### config.mk
export PLATFORM = sky130hd
export DESIGN_NAME = branch_unit
export DESIGN_NICKNAME = d
export VERILOG_FILES = /design/src/rtl/branch_unit.sv
export SDC_FILE = /design/constraint.sdc
export NUM_CORES = 1
export LEC_CHECK = 0
export BUFFER_PORTS_ARGS = -buffer_cell sky130_fd_sc_hd__buf_2
export CAP_MARGIN = 20
export CORE_AREA = 2 2 134 136
export DETAILED_ROUTE_END_ITERATION = 10
export DIE_AREA = 0 0 136 138
export GPL_ROUTABILITY_DRIVEN = 0
export PLACE_DENSITY = 0.73
export SETUP_SLACK_MARGIN = 0.1
export SLEW_MARGIN = 20
export SYNTH_ARGS = -nofsm -noshare
export SYNTH_HDL_FRONTEND = slang
export SYNTH_SLANG_ARGS = --single-unit
### constraint.sdc
create_clock -name clk -period 8 [get_ports clk]
set_clock_uncertainty 0.15 [all_clocks]
set_input_delay 0.8 -clock clk [delete_from_list [all_inputs] [get_ports clk]]
set_output_delay 0.8 -clock clk [all_outputs]
set_load 0.01 [all_outputs]
### src/rtl/branch_unit.sv
// rtl/branch_unit.sv - program counter, branch resolution and return-address stack
module branch_unit #(
  parameter logic [31:0] RESET_PC  = 32'h0000_0000,
  parameter int          RAS_DEPTH = 4
) (
  input  logic                       clk,
  input  logic                       reset,
  input  logic                       stall,
  input  logic                       isUBranch,
  input  logic                       isBeq,
  input  logic                       isBgt,
  input  logic                       isCall,
  input  logic                       isRet,
  input  logic                       isHalt,
  input  logic [26:0]                offset,
  input  logic                       Eq_flag,
  input  logic                       Gt_flag,
  output logic [31:0]                pc,
  output logic                       branch_taken,
  output logic [$clog2(RAS_DEPTH):0] ras_count,
  output logic                       ras_overflow,
  output logic                       ras_underflow,
  output logic                       halted
);

  localparam int PW = $clog2(RAS_DEPTH);
  localparam int CW = PW + 1;

  typedef enum logic {RUN, HALT} state_t;

  state_t        state;
  logic [31:0]   ras_mem [RAS_DEPTH];
  logic [PW-1:0] sp;        // next free slot; the top entry sits at sp-1
  logic [PW-1:0] top_idx;
  logic [31:0]   seq_pc;
  logic [31:0]   target;
  logic          ras_empty;
  logic          ras_full;
  logic          active;
  logic          push_en;

  // Next-address candidates and stack status for this cycle's decision
  always_comb begin
    seq_pc    = pc + 32'd4;
    target    = pc + {{3{offset[26]}}, offset, 2'b00};
    top_idx   = sp - 1'b1;
    ras_empty = (ras_count == '0);
    ras_full  = (ras_count == CW'(RAS_DEPTH));
    active    = (state == RUN) && !stall;
    push_en   = !reset && active && !isHalt && !isRet && isCall;
  end

  // Stack storage; a push onto a full stack lands on the oldest slot
  always_ff @(posedge clk) begin
    if (push_en) begin
      ras_mem[sp] <= seq_pc;
    end
  end

  // Control FSM: one prioritised action per unstalled RUN cycle
  always_ff @(posedge clk or posedge reset) begin
    if (reset) begin
      state         <= RUN;
      pc            <= RESET_PC;
      branch_taken  <= 1'b0;
      ras_overflow  <= 1'b0;
      ras_underflow <= 1'b0;
      halted        <= 1'b0;
      ras_count     <= '0;
      sp            <= '0;
    end else begin
      branch_taken  <= 1'b0;
      ras_overflow  <= 1'b0;
      ras_underflow <= 1'b0;
      if (active) begin
        if (isHalt) begin
          state  <= HALT;
          halted <= 1'b1;
        end else if (isRet) begin
          if (!ras_empty) begin
            pc           <= ras_mem[top_idx];
            sp           <= top_idx;
            ras_count    <= ras_count - 1'b1;
            branch_taken <= 1'b1;
          end else begin
            pc            <= seq_pc;
            ras_underflow <= 1'b1;
          end
        end else if (isCall) begin
          pc           <= target;
          sp           <= sp + 1'b1;
          branch_taken <= 1'b1;
          if (ras_full) begin
            ras_overflow <= 1'b1;
          end else begin
            ras_count <= ras_count + 1'b1;
          end
        end else if (isUBranch) begin
          pc           <= target;
          branch_taken <= 1'b1;
        end else if (isBeq) begin
          pc           <= Eq_flag ? target : seq_pc;
          branch_taken <= Eq_flag;
        end else if (isBgt) begin
          pc           <= Gt_flag ? target : seq_pc;
          branch_taken <= Gt_flag;
        end else begin
          pc <= seq_pc;
        end
      end
    end
  end

endmodule
==> results.rst, run 1 <==
.. list-table::
   :header-rows: 1

   * - Metric
     - Value
   * - Result of the run
     - complete, no violations
   * - Maximum clock frequency
     - slightly above 0.3 GHz
   * - Sort of element at the end of the critical path
     - flop
   * - Cell with the biggest individual delay on the critical path
     - sky130_fd_sc_hd__nor2_1
   * - Clock Path Buffers
     - 2
   * - Crit Path Class
     - in -> reg
   * - Post-place instance area
     - between 9000 and 10,000 um^2
   * - Clock buffer count from CTS
     - 17
   * - Worst stage delay on the critical path
     - between 0.6 and 0.7 ns
   * - Mapped Nets
     - 872
   * - Count of endpoints failing setup in the final report
     - 0
   * - Initial detailed-routing violation count
     - roughly 980
   * - Share of the synthesized area in the top cell type
     - between 40% and 50%
   * - Post-synthesis async set-or-reset flop share
     - 24.3%
   * - Final slew viol count
     - 0
   * - Global-route usage over all layers
     - a little over a quarter
   * - Final hold slack
     - about 0.36 ns
   * - Global route overflow
     - 0
   * - Type of element launching the critical path
     - primary input
   * - Number of nets in the layout
     - 938
   * - ANT nets after route
     - 0
   * - First-pass GRT wire length
     - around 39,000 um
   * - Yosys warning count
     - 0
   * - R2r startpoint
     - sp[0]
   * - Count of cells along the worst register-to-register path
     - 9
   * - Number of flops mapped to enable cells by yosys
     - roughly 130
   * - Die area
     - ~19,000 um^2
   * - Leak pwr
     - 0.00402 uW
   * - Total power density per cell area
     - roughly 280 nW/um^2
   * - Via/cell ratio
     - roughly 6.5
   * - Design Power
     - between 2000 and 3000 uW
   * - Max IR drop VDD
     - 0.000171 V
   * - Post-synthesis to final-layout area growth
     - 12.5%
   * - Top flip-flop cell by instance count after synthesis
     - sky130_fd_sc_hd__edfxtp_1
   * - Transition time at the pin with the least slew margin
     - roughly 0.89 ns
   * - Register area share after synthesis
     - about half
   * - Setup repair after global routing missed its margin
     - false
   * - Worst-case register-to-register setup slack
     - approximately 4.7 ns
   * - Cell types with the largest area share after synthesis
     - sky130_fd_sc_hd__edfxtp_1 (41%), sky130_fd_sc_hd__dfrtp_1 (11%), sky130_fd_sc_hd__mux4_2 (7.7%)
   * - Number of buffers inserted by post-CTS setup repair
     - 0
   * - Routed wire length per instance
     - approximately 22 um
   * - Fin Setup TNS
     - 0 ns
   * - Data arrival time at the worst-slack endpoint
     - 3.25 ns
   * - Detailed-routing iteration count for the pre-antenna-repair pass
     - 5
   * - DRC viols
     - 0
   * - Vias
     - between 7,000 and 8,000
   * - Wire length reported by the detailed router
     - around 25,000 um
   * - Largest fanout on the critical path
     - 32
   * - Final Cycle Share
     - 41.4%
   * - Die H
     - 138 um
   * - Share of cells above drive strength 1
     - between 10% and 20%
   * - Hold Path Class
     - in -> async
   * - DIE WIDTH
     - 136 um
   * - Syn Inst Count
     - around 800
   * - CP top delay family
     - simple AND/OR/NAND/NOR gates
   * - Starting density of the core
     - 53.4%
   * - Flop and latch count out of synthesis
     - approximately 170
   * - HPWL after detailed placement
     - between 15,000 and 20,000 um
   * - Cell type contributing the most total cell area after synthesis
     - sky130_fd_sc_hd__edfxtp_1
   * - Initial antenna violation count
     - 0
   * - Clk Tree Root Cell
     - sky130_fd_sc_hd__clkbuf_16
   * - ANT cells
     - 0
   * - Clock sinks
     - around 170
   * - Number of standard-cell rows in the floorplan
     - between 40 and 50
   * - Post-placement setup slack
     - between 4 and 5 ns
   * - Number of global-route vias before repair
     - around 6,900
   * - Number of buffer cells added on primary ports
     - 76
   * - TritonCTS clock tree
     - built
   * - Crit path buffers/inverters
     - 3
   * - Number of gates given a new drive strength after cts
     - 0
   * - Setup slack of the critical path after layout
     - 4.69 ns
   * - Most used standard cell by instance count after synthesis
     - sky130_fd_sc_hd__edfxtp_1
   * - Core area
     - 17,500 um^2
   * - Max Cap Violations
     - 0
   * - Mean instance size in the synthesized netlist
     - 11.7 um^2
   * - Source-to-sink clock delay at the later pin of the worst-skew pair
     - between 0.4 and 0.5 ns
   * - Tightest slew margin relative to the limit
     - between 40 and 50%
   * - Endpoint of the worst-slack reg-to-reg timing path
     - pc[26]
   * - Endpoint required time on the critical path
     - 7.94 ns
   * - Number of ports placed on the die boundary
     - 77
   * - Final Cell Area
     - around 11,000 um^2
   * - Tmin final
     - roughly 3.3 ns
   * - Count of unique library cells instantiated by Yosys
     - about 70
   * - Final hold violation count
     - 0
   * - Most frequent cells after synthesis
     - sky130_fd_sc_hd__edfxtp_1 (128), sky130_fd_sc_hd__a21oi_1 (59), sky130_fd_sc_hd__nand2_1 (55)
   * - Clock slew at the register clock pins of the worst setup and hold paths
     - approximately 0.07 ns
   * - Largest net degree at the start of global routing
     - between 40 and 50
   * - Number of H-tree levels
     - 4
   * - Quantity of hold-fixing buffers added after cts
     - 0
   * - CP Cell Sequence
     - buf_2 -> or3_1 -> buf_4 -> nor2_1 -> nand2_1 -> nor2_1 -> and2_1 -> buf_4
   * - Synthesized area
     - 9370 um^2
==> through the flow <==
step           cells  util, %
2_1_floorplan    798        -
3_3_place_gp    1074     56.8
3_5_place_dp    1074     56.8
4_1_cts         1106     60.1
5_1_grt         1106     60.1
6_report        1106     60.1
==> area by class of cell <==
class	count	area [um^2]
multi-input combinational	568	4250
clock buffer	17	425
fill	1432	7000
sequential	169	4870
clock inverter	15	154
tap	229	287
timing repair buffer	88	470
inverter	20	76.3
==> worst max-delay path by stage <==
| stage | cells past startpoint | to | from | slack (ns) |
|---|---|---|---|---|
| after floorplan | 11 | pc[21] | sp[0] | 4.39 |
| after global placement | 8 | ras_mem[0][23] | stall | 4.28 |
| after detailed placement | 8 | ras_mem[0][31] | stall | 4.26 |
| after CTS | 9 | pc[26] | sp[0] | 4.68 |
| after global routing | 9 | pc[26] | sp[0] | 4.49 |
| final | 8 | ras_mem[0][29] | stall | 4.69 |
==> registers in the layout, summed over array words and instances (netlist names) <==
name,cells
ras_count,3
ras_overflow,1
ras_mem,128
state,1
sp,2
pc,32
branch_taken,1
ras_underflow,1
==> kinds of logic (layout without fill, tap and decap cells) <==
group	after synthesis	after routing	share of synthesized area, %
simple gates	229	229	12.3
compound gates	214	214	14.8
flops	169	169	52.0
buf+inv	61	140	2.67
xor+xnor	45	45	4.21
mux	44	44	9.03
fa+ha+maj	36	36	4.97
==> layer usage <==
| metal | global-route usage [%] | vias up | part of all wire [%] |
|---|---|---|---|
| met3 | 5.32 | 47 | 8.5 |
| li1 | - | 3224 | - |
| met5 | 0 | - | 0 |
| met4 | 8.77 | 0 | 2.1 |
| met1 | 39.5 | 3501 | 43 |
| met2 | 41.8 | 395 | 47 |
==> power breakdown <==
group	switching, uW	internal [uW]
clock	372	440
sequential	111	1030
combinational	561	412
==> layout by cell type, fill, tap and decap left out, drive strengths merged, types with 4 or more instances in the layout <==
cell      Yosys  layout
a21oi        59      59
inv          20      27
buf          11      88
o31ai         5       5
dfrtp        41      41
o21bai        7       7
nor2b         4       4
mux2i         8       8
edfxtp      128     128
nand2b        7       7
xor2         15      15
mux4         32      32
nor3         20      20
nand4        18      18
nand3        28      28
mux2          4       4
a221oi        5       5
nor2         47      47
or2           4       4
nand2        55      55
clkinvlp      0       4
clkbuf       30      17
and2         11      11
a21o         15      15
or3           7       7
o221ai        6       6
and3         16      16
o211ai        8       8
a221o         4       4
xnor2        30      30
o22ai         4       4
ha           34      34
a31oi         8       8
a32oi         4       4
o21ai        51      51
o21a          8       8
No activity file was read; power rests on OpenSTA's default activity.
==> inputs of run 2 (changes only) <==
clock period = 3.4 ns   (was 8 ns; I/O delays follow)
==> run 2 against run 1 <==
Effect of this change: first-iteration DRC count down 25%; register-to-register slack worse by 4.3 ns; power up 140%; sequential share of layout area down 1.1 points; global-route usage up 0.18 points; setup slack worse by 4.3 ns; sequential power up 130%; critical path type is now reg -> reg; largest cell class unchanged.
==> results.rst, run 2 (synthesized netlist as in run 1, its figures left out) <==
.. list-table::
   :header-rows: 1

   * - Metric
     - Value
   * - Transition time at the pin with the least slew margin
     - 0.882 ns (-0.0118 ns)
   * - Fin Setup TNS
     - 0 ns (unchanged)
   * - Tmin final
     - a little over 3 ns
   * - Total area of multi-input combinational cells
     - 4250 um^2 (unchanged)
   * - Clock sinks
     - 169 (unchanged)
   * - Max IR drop VDD
     - 0.000401 V (+130%)
   * - Initial detailed-routing violation count
     - 740 (-25%)
   * - Detailed-routing iteration count for the pre-antenna-repair pass
     - 7 (+2)
   * - Final slew viol count
     - 0 (unchanged)
   * - HPWL after detailed placement
     - 17,400 um (+6.5%)
   * - Final hold violation count
     - 0 (unchanged)
   * - Largest fanout on the critical path
     - 6 (-81%)
   * - Clock buffer count from CTS
     - 17 (unchanged)
   * - Starting density of the core
     - 53.4% (unchanged)
   * - Core area
     - 17,500 um^2 (unchanged)
   * - ANT nets after route
     - 0 (unchanged)
   * - Regs by FF count
     - ras_mem (128), pc (32), ras_count (3)
   * - Max Cap Violations
     - 0 (unchanged)
   * - Cell-internal power
     - 4540 uW (+140%)
   * - Global route overflow
     - 0 (unchanged)
   * - Portion of total power attributed to combinational logic
     - 34.4% (+1.2 points)
   * - Max FFs per register
     - 128 (unchanged)
   * - Post-synthesis to final-layout area growth
     - 15.2%
   * - Post-placement setup slack
     - 0.323 ns (-3.94 ns)
   * - Post-place instance area
     - 10,200 um^2 (+2.4%)
   * - Hold Path Class
     - in -> reg
   * - Maximum clock frequency
     - about 0.33 GHz
   * - Total power density per cell area
     - 642 nW/um^2 (+130%)
   * - Largest net degree at the start of global routing
     - 42 (unchanged)
   * - Global-route usage over all layers
     - 27.4% (+0.18 points)
   * - Switching fraction of total power
     - 34.4% (-1.2 points)
   * - Crit Path Class
     - reg -> reg
   * - DRC viols
     - 0 (unchanged)
   * - Die area
     - 18,800 um^2 (unchanged)
   * - Number of standard-cell rows in the floorplan
     - 49 (unchanged)
   * - Count of endpoints failing setup in the final report
     - 0 (unchanged)
   * - Sequential cell area
     - 4870 um^2 (unchanged)
   * - ANT cells
     - 0 (unchanged)
   * - Top register by number of flip-flops
     - ras_mem
   * - Number of buffers inserted by post-CTS setup repair
     - 0 (unchanged)
   * - Setup slack of the critical path after layout
     - 0.363 ns (-4.32 ns)
   * - Data arrival time at the worst-slack endpoint
     - 3.25 ns (about the same)
   * - Result of the run
     - complete, no violations
   * - DIE WIDTH
     - 136 um (unchanged)
   * - Via/cell ratio
     - 6.42 (-0.97%)
   * - Worst-case register-to-register setup slack
     - 0.36 ns (-4.35 ns)
   * - Clock slew at the register clock pins of the worst setup and hold paths
     - 0.07 ns (about the same)
   * - Die H
     - 138 um (unchanged)
   * - Number of H-tree levels
     - 4 (unchanged)
   * - Tightest slew margin relative to the limit
     - 41.1% (+0.72 points)
   * - Total of fill cells in the finished design
     - 1,462 (+2.1%)
   * - Type of element launching the critical path
     - flop
   * - Clock Path Buffers
     - 2 (unchanged)
   * - Final Cycle Share
     - 89.3%
   * - Initial antenna violation count
     - 0 (unchanged)
   * - Endpoint required time on the critical path
     - 3.62 ns (-4.32 ns)
   * - Most common cell after layout, fill and taps aside
     - sky130_fd_sc_hd__edfxtp_1
   * - TritonCTS clock tree
     - built
   * - Number of global-route vias before repair
     - 6,999 (+1.5%)
   * - Sort of element at the end of the critical path
     - flop
   * - Share of cells above drive strength 1
     - 20.9% (+1.9 points)
   * - Clock group share of total power
     - 27.6% (about the same)
   * - Vias
     - 7,271 (+1.5%)
   * - Setup repair after global routing missed its margin
     - false
   * - Routed wire length per instance
     - 22.1 um (-0.21%)
   * - Number of ports placed on the die boundary
     - 77 (unchanged)
   * - Final Cell Area
     - 10,800 um^2 (+2.4%)
   * - First-pass GRT wire length
     - 39,000 um (+0.68%)
   * - Clk Tree Root Cell
     - sky130_fd_sc_hd__clkbuf_16
   * - Number of buffer cells added on primary ports
     - 76 (unchanged)
   * - Top library cells by usage in the layout, fill and taps aside
     - sky130_fd_sc_hd__edfxtp_1 (128), sky130_fd_sc_hd__buf_2 (76), sky130_fd_sc_hd__a21oi_1 (59)
   * - Source-to-sink clock delay at the later pin of the worst-skew pair
     - 0.44 ns (about the same)
   * - Wire length reported by the detailed router
     - 25,100 um (+2.2%)
   * - Sw Pwr
     - 2390 uW (+130%)
   * - Sequential share of power
     - 38.0% (-1.1 points)
   * - Leak pwr
     - 0.00415 uW (+3.4%)
   * - Number of nets in the layout
     - 965 (+2.9%)
[run 2: changes by cell type in the layout (fill, tap and decap cells not counted), sizes merged]
cell         delta
bufinv          +1
inv             -4
clkbuf          +2
buf            +25
dlygate4sd3     +2
clkinv          +1
[run 2: metal layers]
| metal | share of wire (%) | track usage (%) | vias up |
|---|---|---|---|
| li1 | - | - | 3284 |
| met1 | 43 | 40.8 | 3517 |
| met2 | 45 | 41.7 | 420 |
| met3 | 9.1 | 4.99 | 50 |
| met4 | 2.2 | 7.79 | 0 |
| met5 | 0 | 0 | - |
[run 2: timing repair]
item                      4_1_cts  5_1_grt
hold endpoints to repair        1       41
gates resized for setup         0        0
hold buffers                    1        1
[run 2: per-stage QoR]
stage                     util, %  hold WS (ns)  total power (uW)  instances
after detailed placement     58.1         0.366              5010       1099
after global routing         61.6        0.0484              7260       1133
final                        61.6        0.0377              6930       1133
after CTS                    61.5        0.0341              6920       1132
after floorplan                 -         0.311              4320        798
after global placement       58.1         0.346              4970       1099
[run 2: worst max-delay path, cell delays in order (launching register included)]
cell and delay (ns):
sky130_fd_sc_hd__dfrtp_1 0.38, sky130_fd_sc_hd__ha_1 0.21, sky130_fd_sc_hd__fa_1 0.44, sky130_fd_sc_hd__a211o_1 0.36, sky130_fd_sc_hd__a21bo_2 0.22, sky130_fd_sc_hd__a21o_1 0.25
sky130_fd_sc_hd__a31oi_1 0.28, sky130_fd_sc_hd__o21bai_1 0.19, sky130_fd_sc_hd__or3_1 0.41, sky130_fd_sc_hd__nand3_1 0.09
[run 2: area by class of cell]
type                    count  area share, %
clock buffers              19           4.01
clock inverters            13           1.36
inverters                  20          0.707
multi-input cells         568           39.4
flip-flops and latches    169           45.1
well taps                 229           2.65
repair buffers            115           6.75
[run 2: path summary, 6_finish.rpt]
kind                            cells after the start     end  start
worst max-delay path                                9  pc[22]  pc[2]
worst min-delay path                                3   state  stall
worst max register to register                      9  pc[22]  pc[2]
worst min register to register                      1   state  state
max in group asynchronous                           3   sp[0]  reset
min in group asynchronous                           3   pc[1]  reset
[run 2: power by group through the flow]
stage | Clock [uW] | Sequential [uW] | Combinational, uW
floorplan | 0 | 2690 | 1640
global placement | 0 | 2660 | 2310
detailed placement | 0 | 2670 | 2340
CTS | 1930 | 2630 | 2360
global route | 2010 | 2650 | 2600
finish | 1910 | 2630 | 2380
==> inputs of run 3 (changes only) <==
CORE_AREA = 2 2 154 119   (was 2 2 134 136)
DIE_AREA = 0 0 156 121   (was 0 0 136 138)
==> run 3 against run 2 <==
Effect of this change: clock-buffer cell count down 2; utilization up 0.60 points; die area up 0.58%; setup slack better by 0.029 ns; first-iteration DRC count up 37%; register-to-register slack better by 0.03 ns; power up 0.81%; non-clock buffer count down 4.
==> results.rst, run 3 (synthesized netlist as in run 1, its figures left out) <==
.. list-table::
   :header-rows: 1

   * - Metric
     - Value
   * - Cell with the biggest individual delay on the critical path
     - sky130_fd_sc_hd__fa_1
   * - Max Cap Violations
     - 0 (unchanged)
   * - Post-synthesis to final-layout area growth
     - 14.7%
   * - Clock Path Buffers
     - 2 (unchanged)
   * - Leak pwr
     - 0.00414 uW (-0.29%)
   * - Routed length on met2
     - 10,600 um (-6.6%)
   * - Share of cells above drive strength 1
     - 20.9% (about the same)
   * - Detailed-routing iteration count for the pre-antenna-repair pass
     - 5 (-2)
   * - HPWL after detailed placement
     - 17,100 um (-1.9%)
   * - Top library cells by usage in the layout, fill and taps aside
     - sky130_fd_sc_hd__edfxtp_1 (128), sky130_fd_sc_hd__buf_2 (76), sky130_fd_sc_hd__a21oi_1 (59)
   * - Number of H-tree levels
     - 4 (unchanged)
   * - Number of gates given a new drive strength after cts
     - 0 (unchanged)
   * - Count of endpoints failing setup in the final report
     - 0 (unchanged)
   * - Global route overflow
     - 0 (unchanged)
   * - Number of ports placed on the die boundary
     - 77 (unchanged)
   * - Clock sinks
     - 169 (unchanged)
   * - Tmin final
     - 3.01 ns (-0.0291 ns)
   * - Final cell utilization of the core
     - 62.2% (+0.60 points)
   * - Post-place instance area
     - 10,100 um^2 (-0.53%)
   * - Largest fanout on the critical path
     - 6 (unchanged)
   * - Worst stage delay on the critical path
     - 0.45 ns (about the same)
   * - Setup repair after global routing missed its margin
     - false
   * - Clock buffer count from CTS
     - 17 (unchanged)
   * - Setup slack of the critical path after layout
     - 0.392 ns (+0.0291 ns)
   * - Initial detailed-routing violation count
     - 1,015 (+37%)
   * - ANT nets after route
     - 0 (unchanged)
   * - Hold Path Class
     - in -> reg
   * - Crit path buffers/inverters
     - 0 (unchanged)
   * - Routed wire length per instance
     - 22.3 um (+0.81%)
   * - Post-placement setup slack
     - 0.346 ns (+0.0232 ns)
   * - Starting density of the core
     - 54.2% (+0.76 points)
   * - Met1 wire length
     - 10,700 um (-1.2%)
   * - Result of the run
     - complete, no violations
   * - Die area
     - 18,900 um^2 (+0.58%)
   * - Max FFs per register
     - 128 (unchanged)
   * - Clock slew at the register clock pins of the worst setup and hold paths
     - 0.07 ns (about the same)
   * - CP top delay family
     - compound AO/OA/AOI/OAI gates
   * - DRC viols
     - 0 (unchanged)
   * - Sort of element at the end of the critical path
     - flop
   * - Final hold violation count
     - 0 (unchanged)
   * - Crit Path Class
     - reg -> reg
   * - Die H
     - 121 um (-12%)
   * - ANT cells
     - 0 (unchanged)
   * - Number of buffer cells added on primary ports
     - 76 (unchanged)
   * - Clk Tree Root Cell
     - sky130_fd_sc_hd__clkbuf_16
   * - Final Cycle Share
     - 88.5% (-0.86 points)
   * - TritonCTS clock tree
     - built
   * - Number of nets in the layout
     - 961 (-0.41%)
   * - Source-to-sink clock delay at the later pin of the worst-skew pair
     - 0.44 ns (about the same)
   * - Data arrival time at the worst-slack endpoint
     - 3.23 ns (-0.02 ns)
   * - Number of standard-cell rows in the floorplan
     - 42 (-14%)
   * - Largest net degree at the start of global routing
     - 42 (unchanged)
   * - Via/cell ratio
     - 6.50 (+1.2%)
   * - Endpoint required time on the critical path
     - 3.63 ns (about the same)
   * - Fin Setup TNS
     - 0 ns (unchanged)
   * - Global-route usage over all layers
     - 27.2% (-0.24 points)
   * - First-pass GRT wire length
     - 38,300 um (-1.8%)
   * - Number of global-route vias before repair
     - 6,745 (-3.6%)
   * - Core area
     - 17,300 um^2 (-1.4%)
   * - Top metal layer carrying routed signals
     - met4
   * - Tightest slew margin relative to the limit
     - 43.0% (+1.8 points)
   * - Regs by FF count
     - ras_mem (128), pc (32), ras_count (3)
   * - Final slew viol count
     - 0 (unchanged)
   * - Wire length reported by the detailed router
     - 25,000 um (-0.35%)
   * - Type of element launching the critical path
     - flop
   * - Initial antenna violation count
     - 0 (unchanged)
   * - Maximum clock frequency
     - 0.332 GHz (+0.97%)
   * - Transition time at the pin with the least slew margin
     - 0.855 ns (-0.0267 ns)
   * - Top register by number of flip-flops
     - ras_mem
   * - Total length of routed met3 wires
     - 3260 um (+43%)
   * - CP Cell Sequence
     - ha_1 -> fa_1 -> a211o_1 -> a21bo_2 -> a21o_1 -> a31oi_1 -> o21bai_1 -> or3_1 -> nand3_1
   * - Most common cell after layout, fill and taps aside
     - sky130_fd_sc_hd__edfxtp_1
   * - Total power density per cell area
     - 650 nW/um^2 (+1.3%)
   * - Final Cell Area
     - 10,700 um^2 (-0.44%)
   * - Vias
     - 7,275 (+0.055%)
   * - DIE WIDTH
     - 156 um (+15%)
   * - Max IR drop VDD
     - 0.000267 V (-33%)
==> run 3: cell types whose count changed in the layout (fill, tap and decap cells not counted), sizes merged <==
| cell | change |
|---|---|
| buf | -4 |
| bufinv | -2 |
| clkbuf | -2 |
| clkinv | +4 |
| clkinvlp | -2 |
| inv | +2 |
==> run 3: per-layer routing <==
metal,global-route usage [%],up-vias
met5,0,-
met4,7.11,0
met3,7.46,39
met2,38.6,474
met1,41.3,3485
li1,-,3277
==> run 3: report_power, final <==
group          internal, uW  switching, uW
Sequential             2440            223
Clock                   978            926
Combinational          1020           1400
==> run 3: worst register-to-register path, stage by stage (launching register included) <==
cell and delay, ns:
sky130_fd_sc_hd__dfrtp_1 0.38, sky130_fd_sc_hd__ha_1 0.20, sky130_fd_sc_hd__fa_1 0.45, sky130_fd_sc_hd__a211o_1 0.37, sky130_fd_sc_hd__a21bo_2 0.22, sky130_fd_sc_hd__a21o_1 0.21
sky130_fd_sc_hd__a31oi_1 0.26, sky130_fd_sc_hd__o21bai_1 0.20, sky130_fd_sc_hd__or3_1 0.41, sky130_fd_sc_hd__nand3_1 0.08
==> run 3: worst paths after layout <==
| path | from | endpoint | slack [ns] | depth (start not counted) |
|---|---|---|---|---|
| max | pc[2] | pc[22] | 0.39 | 9 |
| min | stall | state | 0.05 | 3 |
| max reg2reg | pc[2] | pc[22] | 0.39 | 9 |
| min reg2reg | state | state | 0.37 | 1 |
| max in group asynchronous | reset | pc[1] | 2.12 | 3 |
| min in group asynchronous | reset | sp[1] | 0.44 | 3 |
==> run 3: area by class of cell <==
class                      count  area (um^2)
multi-input combinational    568         4250
tap                          220          275
inverter                      20         76.3
clock inverter                15          160
timing repair buffer         111          686
clock buffer                  17          425
sequential                   169         4870
fill                        1303         6540
==> run 3: stage by stage <==
| stage | total power [uW] | instances | hold slack, ns |
|---|---|---|---|
| after floorplan | 4320 | 798 | 0.311 |
| after global placement | 5010 | 1086 | 0.355 |
| after detailed placement | 5040 | 1086 | 0.358 |
| after CTS | 6940 | 1119 | 0.0404 |
| after global routing | 7290 | 1120 | 0.0644 |
| final | 6990 | 1120 | 0.0492 |
==> run 3: timing repair <==
item | in CTS | in global routing
endpoints found under the hold margin | 1 | 41
setup buffers | 0 | 0
hold buffers | 1 | 1
